### config.mk
export PLATFORM = sky130hd
export DESIGN_NAME = controle_busca
export DESIGN_NICKNAME = d
export VERILOG_FILES = /design/src/rtl/controle_busca.sv
export SDC_FILE = /design/constraint.sdc
export NUM_CORES = 1
export LEC_CHECK = 0
export CORE_AREA = 2 2 113 115
export DETAILED_ROUTE_END_ITERATION = 7
export DIE_AREA = 0 0 115 117
export GPL_TIMING_DRIVEN = 0
export PLACE_DENSITY = 0.79
export SLEW_MARGIN = 25
export SYNTH_ARGS = -nofsm -noshare
export SYNTH_HDL_FRONTEND = slang
export SYNTH_SLANG_ARGS = --single-unit
### constraint.sdc
create_clock -name clk -period 2.74 [get_ports clk]
set_clock_uncertainty 0.05 [all_clocks]
set_input_delay 0.548 -clock clk [delete_from_list [all_inputs] [get_ports clk]]
set_output_delay 0.548 -clock clk [all_outputs]
set_load 0.05 [all_outputs]
### src/rtl/controle_busca.sv
// Fetch-stage controller: owns the PC, the IF/ID pipeline register and the
// arbitration of the instruction-memory address port with the program loader.
module controle_busca #(
  parameter logic [31:0] RESET_VECTOR = 32'h0000_0000,
  parameter logic [31:0] NOP_WORD     = 32'h0000_0000
) (
  input  logic        clk,
  input  logic        rst_n,
  input  logic        stall,
  input  logic        branch_taken,
  input  logic [31:0] branch_target,
  input  logic        halt_req,
  input  logic        load_req,
  input  logic [31:0] load_addr,
  input  logic        load_done,
  input  logic [31:0] imem_instr,
  output logic [31:0] imem_addr,
  output logic [31:0] pc,
  output logic        load_gnt,
  output logic        halted,
  output logic [31:0] if_id_instr,
  output logic [31:0] if_id_pc4,
  output logic        if_id_valid
);

  typedef enum logic [1:0] {RUN = 2'd0, HALT = 2'd1, LOAD = 2'd2} state_t;

  state_t      state_r, next_state_s;
  logic [31:0] pc_r, pc_next_s, pc_plus4_s;
  logic [31:0] instr_r, instr_next_s;
  logic [31:0] pc4_r, pc4_next_s;
  logic        valid_r, valid_next_s;
  logic        gnt_r, gnt_next_s;
  logic        halted_r, halted_next_s;
  logic [31:0] branch_pc_s;
  logic [31:0] reset_pc_s;
  logic        unused_target_bits_s;

  assign pc_plus4_s           = pc_r + 32'd4;
  assign branch_pc_s          = {branch_target[31:2], 2'b00};
  assign reset_pc_s           = {RESET_VECTOR[31:2], 2'b00};
  assign unused_target_bits_s = ^branch_target[1:0];

  // State register
  always_ff @(posedge clk) begin
    if (!rst_n) begin
      state_r <= RUN;
    end else begin
      state_r <= next_state_s;
    end
  end

  // Next-state selection; load beats everything, then branch, then halt
  always_comb begin
    next_state_s = state_r;
    case (state_r)
      RUN: begin
        if (load_req) begin
          next_state_s = LOAD;
        end else if (branch_taken) begin
          next_state_s = RUN;
        end else if (halt_req) begin
          next_state_s = HALT;
        end else begin
          next_state_s = RUN;
        end
      end
      HALT: begin
        if (load_req) begin
          next_state_s = LOAD;
        end else if (!halt_req) begin
          next_state_s = RUN;
        end else begin
          next_state_s = HALT;
        end
      end
      LOAD: begin
        if (load_done) begin
          next_state_s = RUN;
        end else begin
          next_state_s = LOAD;
        end
      end
      default: next_state_s = RUN;
    endcase
  end

  // Next values of PC, IF/ID and status flags; defaults hold everything
  always_comb begin
    pc_next_s     = pc_r;
    instr_next_s  = instr_r;
    pc4_next_s    = pc4_r;
    valid_next_s  = valid_r;
    gnt_next_s    = gnt_r;
    halted_next_s = halted_r;
    case (state_r)
      RUN: begin
        if (load_req) begin
          instr_next_s  = NOP_WORD;
          valid_next_s  = 1'b0;
          gnt_next_s    = 1'b1;
          halted_next_s = 1'b0;
        end else if (branch_taken) begin
          pc_next_s    = branch_pc_s;
          instr_next_s = NOP_WORD;
          valid_next_s = 1'b0;
        end else if (halt_req) begin
          instr_next_s  = NOP_WORD;
          valid_next_s  = 1'b0;
          halted_next_s = 1'b1;
        end else if (stall) begin
          pc_next_s = pc_r;
        end else begin
          pc_next_s    = pc_plus4_s;
          instr_next_s = imem_instr;
          pc4_next_s   = pc_plus4_s;
          valid_next_s = 1'b1;
        end
      end
      HALT: begin
        if (load_req) begin
          instr_next_s  = NOP_WORD;
          valid_next_s  = 1'b0;
          gnt_next_s    = 1'b1;
          halted_next_s = 1'b0;
        end else if (!halt_req) begin
          halted_next_s = 1'b0;
        end else begin
          halted_next_s = 1'b1;
        end
      end
      LOAD: begin
        if (load_done) begin
          pc_next_s  = reset_pc_s;
          gnt_next_s = 1'b0;
        end else begin
          gnt_next_s = 1'b1;
        end
      end
      default: begin
        pc_next_s = pc_r;
      end
    endcase
  end

  // Datapath and status registers
  always_ff @(posedge clk) begin
    if (!rst_n) begin
      pc_r     <= reset_pc_s;
      instr_r  <= NOP_WORD;
      pc4_r    <= 32'h0000_0000;
      valid_r  <= 1'b0;
      gnt_r    <= 1'b0;
      halted_r <= 1'b0;
    end else begin
      pc_r     <= pc_next_s;
      instr_r  <= instr_next_s;
      pc4_r    <= pc4_next_s;
      valid_r  <= valid_next_s;
      gnt_r    <= gnt_next_s;
      halted_r <= halted_next_s;
    end
  end

  // The loader drives the memory address only while it holds the port
  always_comb begin
    if (state_r == LOAD) begin
      imem_addr = load_addr;
    end else begin
      imem_addr = pc_r;
    end
  end

  assign pc          = pc_r;
  assign load_gnt    = gnt_r;
  assign halted      = halted_r;
  assign if_id_instr = instr_r;
  assign if_id_pc4   = pc4_r;
  assign if_id_valid = valid_r;

endmodule

Yosys cells after proc, flatten, opt, wreduce, memory -nomap -nowiden
Index checks and enable logic that the tools add are counted.
{"block": "word_totals", "regBits": 101, "inputBits": 103, "output_inout_bits": 131, "elab_cells": 67}
{"block": "classes", "n_addsub": 1, "eq_ne": 11, "muxes": 34, "n_bitwise": 4, "n_reduce_logical": 10}
{"cell": "$mux W32", "count": 11}
{"cell": "$pmux W32 S2", "count": 2}
{"cell": "$add A32 B3 Y32 const B", "count": 1}
{"cell": "$mux W1", "count": 14}
{"cell": "$ne A3 B3 Y1 const B", "count": 4}
{"cell": "$reduce_and A5 Y1", "count": 2}
{"cell": "$mux W2", "count": 3}
{"cell": "$ne A2 B2 Y1 const B", "count": 3}
{"cell": "$pmux W1 S2", "count": 3}
{"cell": "$pmux W2 S3", "count": 1}
{"cell": "$reduce_and A3 Y1", "count": 2}
{"cell": "$reduce_bool A2 Y1", "count": 3}
{"cell": "$ne A5 B5 Y1 const B", "count": 1}
{"cell": "$not A1 Y1", "count": 4}
{"cell": "$eq A2 B1 Y1 const B", "count": 1}
{"cell": "$eq A2 B2 Y1 const B", "count": 1}
{"cell": "$logic_not A2 Y1", "count": 1}
{"cell": "$ne A2 B1 Y1 const B", "count": 1}
{"cell": "$reduce_and A2 Y1", "count": 1}
{"cell": "$reduce_or A2 Y1", "count": 1}

Depth between registers and ports, before layout
Gate-level depths: netlist of run 1.
{"block": "depth", "ltp_word": 6, "ltp_mapped": 9, "depth_no_buf": 6}

Worst setup path before layout of run 1
No wires, ideal clock.
{"block": "synth_timing", "kind": "reg2out", "start": "register pc_r[25], in the netlist pc[25]", "end": "output imem_addr[25]", "arrival_ns": 2.084, "t_required_ns": 2.142, "slack_ns": 0.058, "path_stages_with_launch": 4, "n_path_buf": 1, "cell_sequence": "dfxtp_1 > clkbuf_1 > inv_1 > o21ai_0"}
{"block": "synth_between", "elab_chain_len": 1}
{"element": "from (decl)", "line_no": "29", "text": "logic [31:0] pc_r, pc_next_s, pc_plus4_s;"}
{"element": "from (signal assigned)", "line_no": "149", "text": "pc_r <= reset_pc_s;"}
{"element": "from (signal assigned)", "line_no": "156", "text": "pc_r <= pc_next_s;"}
{"element": "$mux W32", "line_no": "167", "text": "if (state_r == LOAD) begin"}
{"element": "to (decl)", "line_no": "17", "text": "output logic [31:0] imem_addr,"}
Every way passes these cells.

Worst setup path in the final report of run 1
{"block": "layout_timing", "start": "register state_r[1]", "end": "output imem_addr[20]"}
{"block": "layout_between", "elab_chain_len": 2}
{"element": "from (decl)", "line_no": "28", "text": "state_t state_r, next_state_s;"}
{"element": "from (signal assigned)", "line_no": "49", "text": "state_r <= next_state_s;"}
{"element": "$eq A2 B2 Y1", "line_no": "167"}
{"element": "$mux W32", "line_no": "167"}
Every way passes these cells.

==> results of run 1 <==
sequential cells by signal, indices dropped and copies added, names as in the netlist:
register,flops
state_r,2
if_id_instr,32
pc,30
if_id_pc4,30
if_id_valid,1
load_gnt,1
halted,1
cells in the mapped netlist, types with 5 or more instances:
| master | number | area [um2] |
|---|---|---|
| a31oi_1 | 6 | 37.54 |
| clkbuf_1 | 34 | 127.6 |
| nand2_1 | 34 | 127.6 |
| xnor2_1 | 21 | 183.9 |
| and3_1 | 6 | 37.54 |
| nand3_1 | 14 | 70.07 |
| a21oi_1 | 47 | 235.2 |
| dfxtp_1 | 97 | 1942 |
| xor2_1 | 6 | 52.55 |
| or3_1 | 5 | 31.28 |
| and4_1 | 6 | 52.55 |
| nand4_1 | 9 | 56.30 |
| buf_4 | 6 | 45.04 |
| o21ai_0 | 47 | 235.2 |
| nor2_1 | 61 | 229.0 |
| a22oi_1 | 42 | 315.3 |
| inv_1 | 8 | 30.03 |
| and2_1 | 6 | 37.54 |
| o2bb2ai_1 | 5 | 43.79 |
| o22ai_1 | 7 | 43.79 |
| a211oi_1 | 9 | 67.56 |
| mux2_2 | 25 | 281.5 |
| buf_2 | 13 | 65.06 |
| nor3_1 | 18 | 90.09 |
worst min-delay path: stages (launching register included):
cell,delay (ps)
dfxtp_1,320
nand2_1,50
a21oi_1,50
metal layers:
metal	global-route usage, %	wire length [um]
met2	47.88	9314
met3	7.209	1938
met1	32.76	7391
met4	8.434	337
met5	0	0
report_power, final:
part | total [mW] | switching (mW) | leakage, nW | internal [mW]
Sequential | 1.50 | 0.0490 | 0.787 | 1.45
Combinational | 0.880 | 0.539 | 1.84 | 0.341
Clock | 1.26 | 0.602 | 0.146 | 0.663
Total | 3.64 | 1.19 | 2.77 | 2.45
logic make-up (layout without fill, tap and decap cells):
group	count (synthesis)	in the layout	share of synthesized area [%]
AO/OA/AOI/OAI	189	189	24.47
XOR/XNOR	27	27	4.812
other	1	4	0.07630
adder cells (fa/ha/maj)	1	1	0.2545
multiplexers	27	27	6.135
flip-flops	97	97	39.51
AND/OR/NAND/NOR	178	178	18.59
buffers and inverters	66	307	6.160
path summary, 6_finish.rpt:
kind / start / end / slack [ps] / depth (start not counted)
max: state_r[1] / imem_addr[20] / 70 / 5
min: if_id_pc4[3] / if_id_pc4[3] / 420 / 2
max reg2reg: pc[2] / pc[26] / 240 / 8
min reg2reg: if_id_pc4[3] / if_id_pc4[3] / 420 / 2
cell type report:
class / count / area (um2) / area share, %
inverter: 9 / 33.78 / 0.4431
clock inverter: 6 / 55.05 / 0.7221
multi-input combinational: 426 / 2686 / 35.24
buffer: 55 / 287.8 / 3.775
timing repair buffer: 227 / 2191 / 28.74
sequential: 97 / 1943 / 25.49
clock buffer: 10 / 239.0 / 3.135
tap: 150 / 187.7 / 2.462
per-stage QoR:
step                TNS (ps)  instances  instance area (um2)  worst slack (ps)
floorplan                  0        589                 4926             58.10
global placement      -19760        966                 7386            -550.9
detailed placement    -21340        966                 7386            -575.0
CTS                        0        981                 7691             7.441
global route               0        980                 7624             2.508
finish                     0        980                 7624             74.90
timing repair:
| action | in CTS | in global routing |
|---|---|---|
| pin swaps | 0 | 0 |
| gates resized for setup | 70 | 39 |
| setup endpoints to repair | 32 | 36 |
| endpoints found under the hold margin | 0 | 0 |
==> impl_metrics.env, run 1 <==
export IMPL_start_util_pct=39.92
export IMPL_tightest_slew_ps=677.6
export IMPL_drc_errors=0
export IMPL_drt_initial_drc_count=502
export IMPL_drv_cap=0
export IMPL_grt_pass1_vias=5355
export IMPL_cp_top_family="buffers and inverters"
export IMPL_peakVddDrop_uv=267.2
export IMPL_cts_path_max_buffers=2
export IMPL_yosys_cell_types_count=61
export IMPL_power_density_mw_per_mm2=478.1
export IMPL_slew_violations=0
export IMPL_synthesis_area_mm2=0.004915
export IMPL_worstPathCellList="nor2b_1, clkbuf_2, clkbuf_8, mux2_2, dlygate4sd2_1"
export IMPL_max_stage_delay_ps=420
export IMPL_path_buf_inv=3
export IMPL_hold_ws_ps=417.1
export IMPL_grt_antenna_before_repair=0
export IMPL_grt_max_degree=19
export IMPL_async_reset_ff_share_pct=0
export IMPL_coreArea_mm2=0.01231
export IMPL_cts_root_buf="clkbuf_16"
export IMPL_startpoint_type="flip-flop"
export IMPL_fin_crit_ps=2665
export IMPL_power_total_mw=3.645
export IMPL_ys_ff_latch=97
export IMPL_cts_tree="built"
export IMPL_clk_latency_ps=350
export IMPL_synth_edf_count=0
export IMPL_finalSetupViolCount=0
export IMPL_fmax_mhz=375.2
export IMPL_cp_required_ps=2140
export IMPL_grt_overflow=0
export IMPL_utilization_pct=61.92
export IMPL_grtUsageTotal_pct=27.27
export IMPL_clock_sinks=97
export IMPL_crit_slowest_cell="dfxtp_2"
export IMPL_routed_wl_um=18980
export IMPL_n_fill_cell=1119
export IMPL_end_kind="output pin"
export IMPL_vias_per_cell=5.728
export IMPL_arrival_ps=2070
export IMPL_die_height_um=117
export IMPL_mostFrequentLayoutCell="clkdlybuf4s50_1"
export IMPL_cts_setup_buffers=0
export IMPL_layout_drive_gt1_share_pct=13.25
export IMPL_num_vias=5613
export IMPL_worstPathMaxFanout=10
export IMPL_yosysWarningCount=0
export IMPL_antenna_cells=0
export IMPL_yosysSeqAreaShare_pct=39.51
export IMPL_synth_top_flop_cell="dfxtp_1"
export IMPL_outcome="finished clean"
export IMPL_hold_violations=0
export IMPL_antenna_left=0
export IMPL_ios=234
export IMPL_path_clk_slew_ps=70
export IMPL_rsz0062_at_grt="false"
export IMPL_die_area_mm2=0.01346
export IMPL_syn2layout_area_growth_pct=55.12
export IMPL_gp_congestion=0.9064
export IMPL_htree_num_levels=3
export IMPL_postCtsHoldBufs=0
export IMPL_worstSetupPathType="reg2out"
export IMPL_synthCells=586
export IMPL_grt_pass1_wl_um=28580
export IMPL_avgSynthCellArea_um2=8.387
export IMPL_p_leak_nw=2.771
export IMPL_dr_pass1_iters=5
export IMPL_num_rows=41
export IMPL_numPortBuffers=227
export IMPL_max_slew_margin_pct=54.83
export IMPL_hold_class="reg2reg"
export IMPL_final_cell_mix="clkdlybuf4s50_1, dfxtp_1, nor2_1, o21ai_0, a21oi_1"
export IMPL_period_share_pct=97.27
export IMPL_cts_inserted_buffers=9
export IMPL_die_width_um=115
export IMPL_hpwl_um=14260
export IMPL_nNetsFinal=929
export IMPL_wl_per_cell_um=19.37
Note: power is estimated with default switching activity, not from simulation.
==> inputs of run 2 (changes only) <==
--- a/config.mk
+++ b/config.mk
@@ -10,7 +10,6 @@
 export DIE_AREA = 0 0 115 117
 export GPL_TIMING_DRIVEN = 0
 export PLACE_DENSITY = 0.79
-export SLEW_MARGIN = 25
 export SYNTH_ARGS = -nofsm -noshare
 export SYNTH_HDL_FRONTEND = slang
 export SYNTH_SLANG_ARGS = --single-unit
==> results of run 2 <==
Final layout, timing and power as in run 1 (identical DEF).
